File: src/rtl/spi_slave_dx.sv
// Full-duplex SPI slave: oversampled mcs/sclk/mosi, tx holding register, valid/ready rx/tx words.
// Optional rx FIFO enabled by defining SPI_SLV_RX_FIFO_EN; otherwise a single rx output register.
module spi_slave_dx #(
  parameter int unsigned DATA_WIDTH      = 16,
  parameter bit          MCS_VALID_LEVEL = 1'b0,
  parameter logic [1:0]  SCK_MODE        = 2'b01,
  parameter bit          DATA_ENDIAN     = 1'b1,
  parameter int unsigned SYNC_STAGES     = 2,
  parameter int unsigned RX_FIFO_DEPTH   = 4
) (
  input  logic                  mclk,
  input  logic                  mrst,
  input  logic [DATA_WIDTH-1:0] i_tx_data,
  input  logic                  i_tx_valid,
  output logic                  o_tx_ready,
  output logic [DATA_WIDTH-1:0] o_rx_data,
  output logic                  o_rx_valid,
  input  logic                  i_rx_ready,
  output logic                  o_rx_ovf,
  output logic                  o_tx_udf,
  output logic                  o_abort,
  output logic                  o_busy,
  input  logic                  mcs,
  input  logic                  sclk,
  input  logic                  mosi,
  output logic                  miso,
  output logic                  o_miso_oe
);
  localparam int unsigned CW   = $clog2(DATA_WIDTH);
  localparam bit          CPOL = SCK_MODE[1];
  localparam bit          CPHA = SCK_MODE[0];

  typedef enum logic [1:0] {IDLE, LOAD, SHIFT} state_t;

  state_t                  state;
  logic [SYNC_STAGES-1:0]  mcs_sync, sclk_sync, mosi_sync;
  logic                    sclk_d;
  logic [CW-1:0]           bit_cnt;
  logic [DATA_WIDTH-1:0]   rx_shift, tx_shift, tx_shift_nx, tx_hold;
  logic                    hold_full, hold_full_nx, tx_ready, udf, udf_pend, abort, busy, miso_q, oe;
  logic                    rx_valid, rx_ovf;

  // Input synchronisers; reset to the idle levels so no spurious edge appears on release
  always_ff @(posedge mclk or posedge mrst) begin
    if (mrst) begin
      mcs_sync  <= {SYNC_STAGES{~MCS_VALID_LEVEL}};
      sclk_sync <= {SYNC_STAGES{CPOL}};
      mosi_sync <= '0;
      sclk_d    <= CPOL;
    end else begin
      mcs_sync  <= {mcs_sync[SYNC_STAGES-2:0], mcs};
      sclk_sync <= {sclk_sync[SYNC_STAGES-2:0], sclk};
      mosi_sync <= {mosi_sync[SYNC_STAGES-2:0], mosi};
      sclk_d    <= sclk_sync[SYNC_STAGES-1];
    end
  end

  logic mcs_on, sclk_s, mosi_s, lead_edge, trail_edge, sample_edge, shift_edge;
  logic load, tx_take, word_done, rx_pop;
  logic [DATA_WIDTH-1:0] rx_word;

  assign mcs_on      = (mcs_sync[SYNC_STAGES-1] == MCS_VALID_LEVEL);
  assign sclk_s      = sclk_sync[SYNC_STAGES-1];
  assign mosi_s      = mosi_sync[SYNC_STAGES-1];
  assign lead_edge   = (sclk_s != sclk_d) && (sclk_d == CPOL);
  assign trail_edge  = (sclk_s != sclk_d) && (sclk_s == CPOL);
  assign sample_edge = CPHA ? trail_edge : lead_edge;
  assign shift_edge  = CPHA ? lead_edge : trail_edge;
  assign load        = (state == LOAD) && mcs_on;
  assign tx_take     = i_tx_valid && tx_ready;
  assign word_done   = (state == SHIFT) && mcs_on && sample_edge && (bit_cnt == CW'(DATA_WIDTH - 1));
  assign rx_pop      = rx_valid && i_rx_ready;
  assign rx_word     = DATA_ENDIAN ? {rx_shift[DATA_WIDTH-2:0], mosi_s} : {mosi_s, rx_shift[DATA_WIDTH-1:1]};

  // A shift edge before any sample of the current word is skipped: it is either the CPHA=1
  // leading edge that presents bit 0, or the CPHA=0 trailing edge that closed the previous word.
  always_comb begin
    tx_shift_nx  = tx_shift;
    hold_full_nx = hold_full;
    if (load) begin
      tx_shift_nx = hold_full ? tx_hold : (tx_take ? i_tx_data : '0);
      if (hold_full) hold_full_nx = 1'b0;
    end else begin
      if (tx_take) hold_full_nx = 1'b1;
      if ((state == SHIFT) && mcs_on && shift_edge && (bit_cnt != '0))
        tx_shift_nx = DATA_ENDIAN ? {tx_shift[DATA_WIDTH-2:0], 1'b0} : {1'b0, tx_shift[DATA_WIDTH-1:1]};
    end
  end

  // Frame FSM, tx path and status flags. Underflow is reported when the zero-filled word actually
  // starts on the wire, so the speculative load after a frame's last word never flags.
  always_ff @(posedge mclk or posedge mrst) begin
    if (mrst) begin
      state     <= IDLE;
      bit_cnt   <= '0;
      rx_shift  <= '0;
      tx_shift  <= '0;
      tx_hold   <= '0;
      hold_full <= 1'b0;
      tx_ready  <= 1'b0;
      udf       <= 1'b0;
      udf_pend  <= 1'b0;
      abort     <= 1'b0;
      busy      <= 1'b0;
      miso_q    <= 1'b0;
      oe        <= 1'b0;
    end else begin
      tx_shift  <= tx_shift_nx;
      hold_full <= hold_full_nx;
      tx_ready  <= ~hold_full_nx;
      if (tx_take && !load) tx_hold <= i_tx_data;
      udf    <= 1'b0;
      abort  <= 1'b0;
      busy   <= mcs_on;
      oe     <= mcs_on;
      miso_q <= (mcs_on && (state != IDLE)) ?
                (DATA_ENDIAN ? tx_shift_nx[DATA_WIDTH-1] : tx_shift_nx[0]) : 1'b0;
      if (!mcs_on) begin
        state    <= IDLE;
        bit_cnt  <= '0;
        rx_shift <= '0;
        udf_pend <= 1'b0;
        abort    <= (state == SHIFT) && (bit_cnt != '0);
      end else begin
        case (state)
          IDLE: state <= LOAD;
          LOAD: begin
            udf_pend <= !hold_full && !tx_take;
            state    <= SHIFT;
          end
          SHIFT: if (sample_edge) begin
            rx_shift <= rx_word;
            if (bit_cnt == '0 && udf_pend) begin
              udf      <= 1'b1;
              udf_pend <= 1'b0;
            end
            if (bit_cnt == CW'(DATA_WIDTH - 1)) begin
              bit_cnt <= '0;
              state   <= LOAD;
            end else begin
              bit_cnt <= bit_cnt + CW'(1);
            end
          end
          default: state <= IDLE;
        endcase
      end
    end
  end

`ifdef SPI_SLV_RX_FIFO_EN
  localparam int unsigned AW = $clog2(RX_FIFO_DEPTH);
  logic [DATA_WIDTH-1:0] fifo_mem [RX_FIFO_DEPTH];
  logic [AW:0]           wr_ptr, rd_ptr, wr_nx, rd_nx;
  logic                  full, push;

  assign full  = (wr_ptr[AW] != rd_ptr[AW]) && (wr_ptr[AW-1:0] == rd_ptr[AW-1:0]);
  assign push  = word_done && (!full || rx_pop);
  assign wr_nx = wr_ptr + (AW+1)'(push);
  assign rd_nx = rd_ptr + (AW+1)'(rx_pop);

  always_ff @(posedge mclk or posedge mrst) begin
    if (mrst) begin
      wr_ptr   <= '0;
      rd_ptr   <= '0;
      rx_valid <= 1'b0;
      rx_ovf   <= 1'b0;
    end else begin
      wr_ptr   <= wr_nx;
      rd_ptr   <= rd_nx;
      rx_valid <= (wr_nx != rd_nx);
      rx_ovf   <= word_done && !push;
    end
  end

  always_ff @(posedge mclk) begin
    if (push) fifo_mem[wr_ptr[AW-1:0]] <= rx_word;
  end

  assign o_rx_data = rx_valid ? fifo_mem[rd_ptr[AW-1:0]] : '0;
`else
  logic [DATA_WIDTH-1:0] rx_data;

  // Single output register: a word completing while the previous one is still unread is dropped
  always_ff @(posedge mclk or posedge mrst) begin
    if (mrst) begin
      rx_data  <= '0;
      rx_valid <= 1'b0;
      rx_ovf   <= 1'b0;
    end else begin
      rx_ovf <= word_done && rx_valid && !rx_pop;
      if (word_done && (!rx_valid || rx_pop)) begin
        rx_data  <= rx_word;
        rx_valid <= 1'b1;
      end else if (rx_pop) begin
        rx_valid <= 1'b0;
      end
    end
  end

  assign o_rx_data = rx_data;
`endif

  assign o_rx_valid = rx_valid;
  assign o_rx_ovf   = rx_ovf;
  assign o_tx_ready = tx_ready;
  assign o_tx_udf   = udf;
  assign o_abort    = abort;
  assign o_busy     = busy;
  assign miso       = miso_q;
  assign o_miso_oe  = oe;

endmodule

File: config.mk
export PLATFORM = sky130hd
export DESIGN_NAME = spi_slave_dx
export DESIGN_NICKNAME = d
export VERILOG_FILES = /design/src/rtl/spi_slave_dx.sv
export SDC_FILE = /design/constraint.sdc
export NUM_CORES = 1
export LEC_CHECK = 0
export CAP_MARGIN = 20
export CORE_ASPECT_RATIO = 1.1
export CORE_UTILIZATION = 54
export DETAILED_ROUTE_END_ITERATION = 12
export PLACE_DENSITY = 0.78
export SYNTH_ARGS = -nofsm -noshare
export SYNTH_HDL_FRONTEND = slang
export SYNTH_SLANG_ARGS = --single-unit
File: constraint.sdc
create_clock -name mclk -period 3.2 [get_ports mclk]
set_clock_uncertainty 0.2 [all_clocks]
set_input_delay 0.64 -clock mclk [delete_from_list [all_inputs] [get_ports mclk]]
set_output_delay 0.64 -clock mclk [all_outputs]
set_load 0.005 [all_outputs]
==> out/results.txt, run 1 <==
outcome: finished, final reports clean
CP arrival: 1.73 ns
starting density of the core: 56.79%
Ys Warns: 0
detailed placement HPWL: 4442 µm
Port Buffers: 46
Post-Syn Nets: 297
Netlist cell types: 42
worst-path fanout max: 18
Hold EP: mosi_sync[1]
via-per-instance ratio: 6.080
cts repair resizes: 0
Post-CTS Setup Repair Bufs: 0
PwrDens: 655.8 mW/mm²
Clock transition at path regs: 0.09 ns
Core ar.: 0.006231 mm²
drt total wl: 7050 µm
P_leak: 1.865 nW
Slew Limit Headroom: 44.37%
commonest non-fill, non-tap cell in the layout: dfrtp_1
max incr delay on CP: 0.75 ns
overall routing resource usage: 22.49%
sequential cell area fraction in the yosys report: 60.18%
Std-Cell Rows: 30
synthesized flop and latch total: 85
worst hold path class: flop to flop
multi-input logic area: 0.001265 mm²
Initial DRT Pass Iterations: 4
Tmin final: 2.569 ns
Top FF cell, synth: dfrtp_1
syn avg cell area: 13.01 µm²
DIE WIDTH: 79.18 µm
CP max stage cell: dfrtp_1
layout filler cell count: 477
cell area after synthesis: 0.003538 mm²
DR vias: 2,420
Die H: 86.90 µm
CP top delay family: flip-flops
R2R setup slack: 0.90 ns
worst hold path depth: 0
register area: 0.002130 mm²
Crit Path Class: flop to output port
R2R Path Start: bit_cnt[0]
Starting DRT DRC Count: 126
post-route ant nets: 0
Max Cap Viol: 0
Max Fclk: 389.3 MHz
H-tree depth: 3
CTS buffer count: 9
Slew @ Worst Pin: 0.8344 ns
Worst setup SP type: flop
most frequent cells in the layout: dfrtp_1 (83), clkdlybuf4s50_1 (46), mux2_2 (32)
DRC: 0
Die ar.: 0.006881 mm²
first-pass GRT wire length: 11,680 µm
num ports: 47
cell count after placement: 382
CTS root buffer: clkbuf_8
diode count: 0
final hold viol count: 0
synthesized instance count: 272
fin. max-slew vios: 0
final global-route overflow total: 0
Sink Count: 85
HP Start: mosi_sync[0]
# setup viols final: 0
fraction of registers with async set/reset: 100.0%
RSZ-0062 raised after global routing: false
cell chain of the critical path: clkdlybuf4s50_1
FF-to-FF End: miso
CTS tree: yes
fraction of layout cells with a size suffix above 1: 19.18%
largest net degree at the start of global routing: 86
vias in the first global route: 2,444
initial antenna violation count: 0
clock tree buffer depth: 2
fin util: 68.05%
hold_buf cts: 0
Final period util: 80.28%
Reg2Reg Depth: 5
Area Growth Syn to Fin: 19.84%
Cell Count, Final, Fillers Out: 398
Fin Setup TNS: 0 ns
Max VDD drop: 0.3106 mV
WL/cell: 17.71 µm
RD Place Congestion: 0.7918
Critical Path End Type: output port
Clk Latency, worst-skew pair: 0.35 ns
Buf/Inv on CP: 1
Final nets: 338
number of synthesized flops with an enable pin: 0
total chip power: 0.002781 W
Worst Path Required: 2.36 ns
==> cells by family after synthesis <==
group | Yosys count | synth area share (%)
buf+inv | 28 | 4.067
fa+ha+maj | 2 | 0.7071
flops | 85 | 60.18
compound gates | 66 | 13.61
simple gates | 59 | 11.24
mux | 32 | 10.18
==> state kept, by name, indices dropped and copies added, names as in the netlist, 2 cells and up <==
signal and count:
bit_cnt 4, mosi_sync 2, rx_shift 15, o_rx_data 16, sclk_sync 2, mcs_sync 2, state 2, tx_shift 16
tx_hold 16
==> layer usage <==
layer | GRT usage, % | part of all wire [%] | up-vias
li1 | - | - | 1093
met4 | 13.06 | 2.9 | 0
met1 | 28.96 | 44 | 1240
met2 | 35.82 | 48 | 68
met5 | 0 | 0 | -
met3 | 4.084 | 4.8 | 19
==> worst max-delay path by stage <==
stage | startpoint | end | slack [ns] | depth (start not counted)
floorplan | mrst | bit_cnt[0] | 0.17 | 1
global placement | i_rx_ready | o_rx_data[3] | 0.73 | 4
detailed placement | i_rx_ready | o_rx_data[7] | 0.69 | 4
CTS | o_tx_ready | o_tx_ready | 0.61 | 1
global route | o_tx_ready | o_tx_ready | 0.59 | 1
finish | o_tx_ready | o_tx_ready | 0.63 | 1
==> cells in the mapped netlist, types with 3 or more instances <==
master	instances	area (µm²)
a22o_1	16	140.1
inv_1	7	26.28
o21ai_0	8	40.04
a221o_1	14	140.1
nand2_1	17	63.81
a21oi_1	19	95.09
buf_6	3	33.78
nand4b_1	14	122.6
buf_4	3	22.52
a31oi_1	3	18.77
and3_1	3	18.77
dfrtp_1	83	2077
mux2_2	32	360.4
buf_2	4	20.02
clkbuf_1	10	37.54
==> where the power goes <==
part	internal (W)	switching (W)	total [W]
Clock	0.000389	0.000396	0.000784
Combinational	0.000301	0.000191	0.000492
Sequential	0.00130	0.000201	0.00150
==> final cells by class <==
cell class	count	share of cell area (%)
tap	80	2.361
sequential	85	50.22
timing repair buffer	51	12.04
inverter	7	0.6492
multi-input combinational	159	29.83
clock inverter	6	1.652
clock buffer	10	3.246
==> stage by stage <==
step	area [µm²]	hold WS, ns	setup slack [ns]
finish	4240	0.1591	0.6310
CTS	4240	0.1609	0.6126
floorplan	3538	0.1312	0.1698
global placement	4025	0.1348	0.7291
detailed placement	4033	0.1443	0.6925
global route	4240	0.1673	0.5900
No activity file was read; power rests on OpenSTA's default activity.
==> run 2: changes to the inputs <==
==> constraint.sdc (replaced) <==
create_clock -name mclk -period 2.6 [get_ports mclk]
set_clock_uncertainty 0.2 [all_clocks]
set_input_delay 0.52 -clock mclk [delete_from_list [all_inputs] [get_ports mclk]]
set_output_delay 0.52 -clock mclk [all_outputs]
set_load 0.005 [all_outputs]
==> out/results.txt, run 2 (same netlist as run 1, synthesis figures left out) <==
Internal: 0.002441 W (+23%)
post-route ant nets: 0 (unchanged)
num ports: 47 (unchanged)
Hold Slack: 0.1566 ns (-0.002435 ns)
Die H: 86.90 µm (unchanged)
WL/cell: 16.81 µm (-5.1%)
Fin Setup TNS: 0 ns (unchanged)
diode count: 0 (unchanged)
CTS root buffer: clkbuf_8
Die ar.: 0.006881 mm² (unchanged)
most frequent cells in the layout: dfrtp_1 (83), clkdlybuf4s50_1 (46), mux2_2 (32)
drt total wl: 6758 µm (-4.1%)
DIE WIDTH: 79.18 µm (unchanged)
worst-path fanout max: 17 (-1)
Port Buffers: 46 (unchanged)
hold_buf cts: 0 (unchanged)
Area Growth Syn to Fin: 20.83%
worst hold path class: flop to flop
overall routing resource usage: 21.93% (-0.56 points)
RSZ-0062 raised after global routing: false
detailed placement HPWL: 4476 µm (+0.78%)
# setup viols final: 0 (unchanged)
Crit Path Class: flop to flop
CTS tree: yes
Comb pwr share: 20.1% (+2.4 points)
Slew Limit Headroom: 60.47% (+16 points)
Slew @ Worst Pin: 0.5930 ns (-0.2414 ns)
Core ar.: 0.006231 mm² (unchanged)
final global-route overflow total: 0 (unchanged)
Max Fclk: 416.7 MHz
via-per-instance ratio: 5.878 (-3.3%)
fraction of layout cells with a size suffix above 1: 20.19% (+1.0 points)
PwrDens: 794.6 mW/mm² (+21%)
Initial DRT Pass Iterations: 4 (unchanged)
Tmin final: 2.400 ns
outcome: finished, final reports clean
starting density of the core: 56.79% (unchanged)
vias in the first global route: 2,459 (+0.61%)
fin. max-slew vios: 0 (unchanged)
R2R setup slack: 0.20 ns (-0.70 ns)
Worst setup SP type: flop
Clk Latency, worst-skew pair: 0.35 ns (about the same)
commonest non-fill, non-tap cell in the layout: dfrtp_1
Max VDD drop: 0.3493 mV (+12%)
total chip power: 0.003397 W (+22%)
cts repair resizes: 0 (unchanged)
Sink Count: 85 (unchanged)
Final nets: 342 (+1.2%)
final hold viol count: 0 (unchanged)
Std-Cell Rows: 30 (unchanged)
Clock power frac: 27.2% (-1.0 points)
P_leak: 1.884 nW (+1.0%)
CTS buffer count: 9 (unchanged)
Switching Share: 28.14% (-0.22 points)
CP arrival: 2.39 ns (+0.66 ns)
DRC: 0 (unchanged)
Starting DRT DRC Count: 123 (-2.4%)
setup ws final: 0.2003 ns (-0.4307 ns)
Max Cap Viol: 0 (unchanged)
largest net degree at the start of global routing: 37 (-57%)
initial antenna violation count: 0 (unchanged)
Worst Path Required: 2.59 ns (+0.23 ns)
Seq pwr share: 52.7% (-1.4 points)
Clock transition at path regs: 0.09 ns (about the same)
first-pass GRT wire length: 11,300 µm (-3.3%)
clock tree buffer depth: 2 (unchanged)
dpl ws: 0.07081 ns (-0.6217 ns)
DR vias: 2,363 (-2.4%)
switching power: 0.0009560 W (+21%)
Final period util: 92.30%
Post-CTS Setup Repair Bufs: 0 (unchanged)
RD Place Congestion: 0.7999 (+1.0%)
Critical Path End Type: flop
H-tree depth: 3 (unchanged)
## run 2: critical path: stages, from the launching register on
cell       delay (ns)
dfrtp_1          0.42
inv_1            0.10
ha_1             0.14
or3b_1           0.42
and3_1           0.40
a2111oi_0        0.57
## run 2: layout make-up
type,count,area [µm²]
Tap cell,80,100.1
Clock buffer,9,123.9
Inverter,7,30.03
Multi-Input combinational cell,159,1265
Timing Repair Buffer,55,553.0
Fill cell,469,1956
Sequential cell,85,2130
Clock inverter,7,73.82
## run 2: power by group through the flow
stage / Combinational (W) / Clock [W] / Sequential [W]
floorplan: 0.000551 / 0 / 0.00174
global placement: 0.000655 / 0 / 0.00181
detailed placement: 0.000684 / 0 / 0.00182
CTS: 0.000687 / 0.000945 / 0.00179
global route: 0.000751 / 0.00101 / 0.00183
finish: 0.000683 / 0.000924 / 0.00179
## run 2: path summary, 6_finish.rpt
path,cells past startpoint,start,end
worst max-delay path,5,bit_cnt[0],miso
worst min-delay path,0,sclk_sync[0],sclk_sync[1]
worst max register to register,5,bit_cnt[0],miso
worst min register to register,0,sclk_sync[0],sclk_sync[1]
max in group asynchronous,3,mrst,mcs_sync[1]
min in group asynchronous,2,mrst,tx_hold[9]
## run 2: per-layer routing
layer	part of all wire, %	routed length [µm]	vias up	track usage, %
met4	1.7	114	0	10.74
met3	5.0	341	11	6.911
met1	46	3075	1191	28.34
met5	0	0	-	0
li1	-	-	1102	-
met2	48	3226	59	33.62
## run 2: stage by stage
step / cell area, µm² / util [%] / std cells
floorplan: 3542 / - / 272
global placement: 4063 / 65.20 / 384
detailed placement: 4063 / 65.20 / 384
CTS: 4260 / 68.37 / 400
global route: 4275 / 68.61 / 402
finish: 4275 / 68.61 / 402
==> run 3: changes to the inputs <==
--- a/config.mk
+++ b/config.mk
@@ -10,6 +10,7 @@
 export CORE_UTILIZATION = 54
 export DETAILED_ROUTE_END_ITERATION = 12
 export PLACE_DENSITY = 0.78
+export SLEW_MARGIN = 15
 export SYNTH_ARGS = -nofsm -noshare
 export SYNTH_HDL_FRONTEND = slang
 export SYNTH_SLANG_ARGS = --single-unit
==> out/results.txt, run 3 (same netlist as run 1, synthesis figures left out) <==
Slew @ Worst Pin: 0.7301 ns (+0.1372 ns)
RSZ-0062 raised after global routing: false
R2R setup slack: 0.17 ns (-0.03 ns)
detailed placement HPWL: 4476 µm (unchanged)
Area Growth Syn to Fin: 20.69%
Setup crit start: bit_cnt[0]
DRC: 0 (unchanged)
Internal: 0.002439 W (about the same)
vias in the first global route: 2,459 (unchanged)
Core ar.: 0.006231 mm² (unchanged)
Clk Latency, worst-skew pair: 0.35 ns (about the same)
worst-path fanout max: 17 (unchanged)
P_leak: 1.876 nW (-0.45%)
Worst setup SP type: flop
diode count: 0 (unchanged)
Starting DRT DRC Count: 121 (-1.6%)
Die ar.: 0.006881 mm² (unchanged)
commonest non-fill, non-tap cell in the layout: dfrtp_1
Port Buffers: 46 (unchanged)
fin. max-slew vios: 0 (unchanged)
R2R Path Start: bit_cnt[0]
Die H: 86.90 µm (unchanged)
layout filler cell count: 469 (unchanged)
fraction of layout cells with a size suffix above 1: 20.31% (+0.13 points)
outcome: finished, final reports clean
Tmin final: 2.432 ns (+0.03219 ns)
Crit Path Class: flop to flop
worst hold path depth: 0 (unchanged)
# setup viols final: 0 (unchanged)
Switching Share: 28.15% (about the same)
PwrDens: 795.0 mW/mm² (about the same)
cts repair resizes: 0 (unchanged)
Sink Count: 85 (unchanged)
FF-to-FF End: miso
switching power: 0.0009555 W (about the same)
Initial DRT Pass Iterations: 4 (unchanged)
Clock power frac: 27.1% (about the same)
drt total wl: 6792 µm (+0.50%)
CP arrival: 2.42 ns (+0.03 ns)
Slew Limit Headroom: 51.33% (-9.1 points)
Clock transition at path regs: 0.09 ns (about the same)
DR vias: 2,357 (-0.25%)
Max Fclk: 411.2 MHz (-1.3%)
final global-route overflow total: 0 (unchanged)
DIE WIDTH: 79.18 µm (unchanged)
Final period util: 93.53% (+1.2 points)
HP Start: sclk_sync[0]
Reg2Reg Depth: 5 (unchanged)
starting density of the core: 56.79% (unchanged)
Cell Count, Final, Fillers Out: 400 (-0.50%)
Fin Setup TNS: 0 ns (unchanged)
H-tree depth: 3 (unchanged)
RD Place Congestion: 0.7999 (unchanged)
WL/cell: 16.98 µm (+1.0%)
Max Cap Viol: 0 (unchanged)
CTS tree: yes
Post-CTS Setup Repair Bufs: 0 (unchanged)
CTS buffer count: 9 (unchanged)
initial antenna violation count: 0 (unchanged)
Seq pwr share: 52.8% (about the same)
via-per-instance ratio: 5.893 (+0.24%)
Final nets: 340 (-0.58%)
clock tree buffer depth: 2 (unchanged)
first-pass GRT wire length: 11,300 µm (unchanged)
most frequent cells in the layout: dfrtp_1 (83), clkdlybuf4s50_1 (46), mux2_2 (32)
Max VDD drop: 0.3510 mV (+0.49%)
final hold viol count: 0 (unchanged)
cell count after placement: 384 (unchanged)
overall routing resource usage: 21.93% (unchanged)
hold_buf cts: 0 (unchanged)
CTS root buffer: clkbuf_8
post-route ant nets: 0 (unchanged)
num ports: 47 (unchanged)
Comb pwr share: 20.1% (about the same)
largest net degree at the start of global routing: 37 (unchanged)
worst hold path class: flop to flop
Critical Path End Type: flop
Hold EP: sclk_sync[1]
Std-Cell Rows: 30 (unchanged)
Worst Path Required: 2.59 ns (about the same)
total chip power: 0.003395 W (about the same)
## run 3: metrics by stage
stage | instance area (µm²) | hold slack, ns | setup WS, ns | util (%)
finish | 4270 | 0.1567 | 0.1681 | 68.53
floorplan | 3542 | 0.1312 | 0.4715 | -
global route | 4270 | 0.1644 | 0.05434 | 68.53
CTS | 4260 | 0.1603 | 0.04699 | 68.37
detailed placement | 4063 | 0.1364 | 0.07081 | 65.20
global placement | 4063 | 0.1329 | 0.1613 | 65.20
## run 3: how the worst max path moves through the flow
stage                         endpoint  cells past startpoint
after detailed placement  tx_shift[12]                      5
final                             miso                      5
after floorplan            tx_shift[1]                      7
after global routing      o_rx_data[7]                      3
after CTS                 tx_shift[12]                      5
after global placement     tx_shift[4]                      5
## run 3: routing by layer
metal  wire [µm]  track usage, %  up-vias
met5           0               0        -
met2        3293           33.62       55
met3         320           6.911       10
li1            -               -     1093
met1        3044           28.34     1199
met4         135           10.74        0
## run 3: area by class of cell
class                           instances  area [µm²]  area share, %
Sequential cell                        85        2130          49.87
Multi-Input combinational cell        159        1275          29.86
Timing Repair Buffer                   53       538.0          12.60
Clock buffer                            9       123.9          2.901
Tap cell                               80       100.1          2.344
Clock inverter                          7       73.82          1.729
Inverter                                7       30.03         0.7032
## run 3: worst max-delay path, cell delays in order, from the launching register on
cell       delay (ns)
dfrtp_1          0.41
inv_1            0.10
ha_1             0.14
or3b_1           0.43
and3_1           0.41
a2111oi_0        0.58
## run 3: power by group through the flow
stage          clock [W]  combinational [W]  sequential (W)
2_1_floorplan          0           0.000551         0.00174
3_3_place_gp           0           0.000655         0.00181
3_5_place_dp           0           0.000684         0.00182
4_1_cts         0.000945           0.000687         0.00179
5_1_grt          0.00101           0.000749         0.00183
6_report        0.000920           0.000682         0.00179
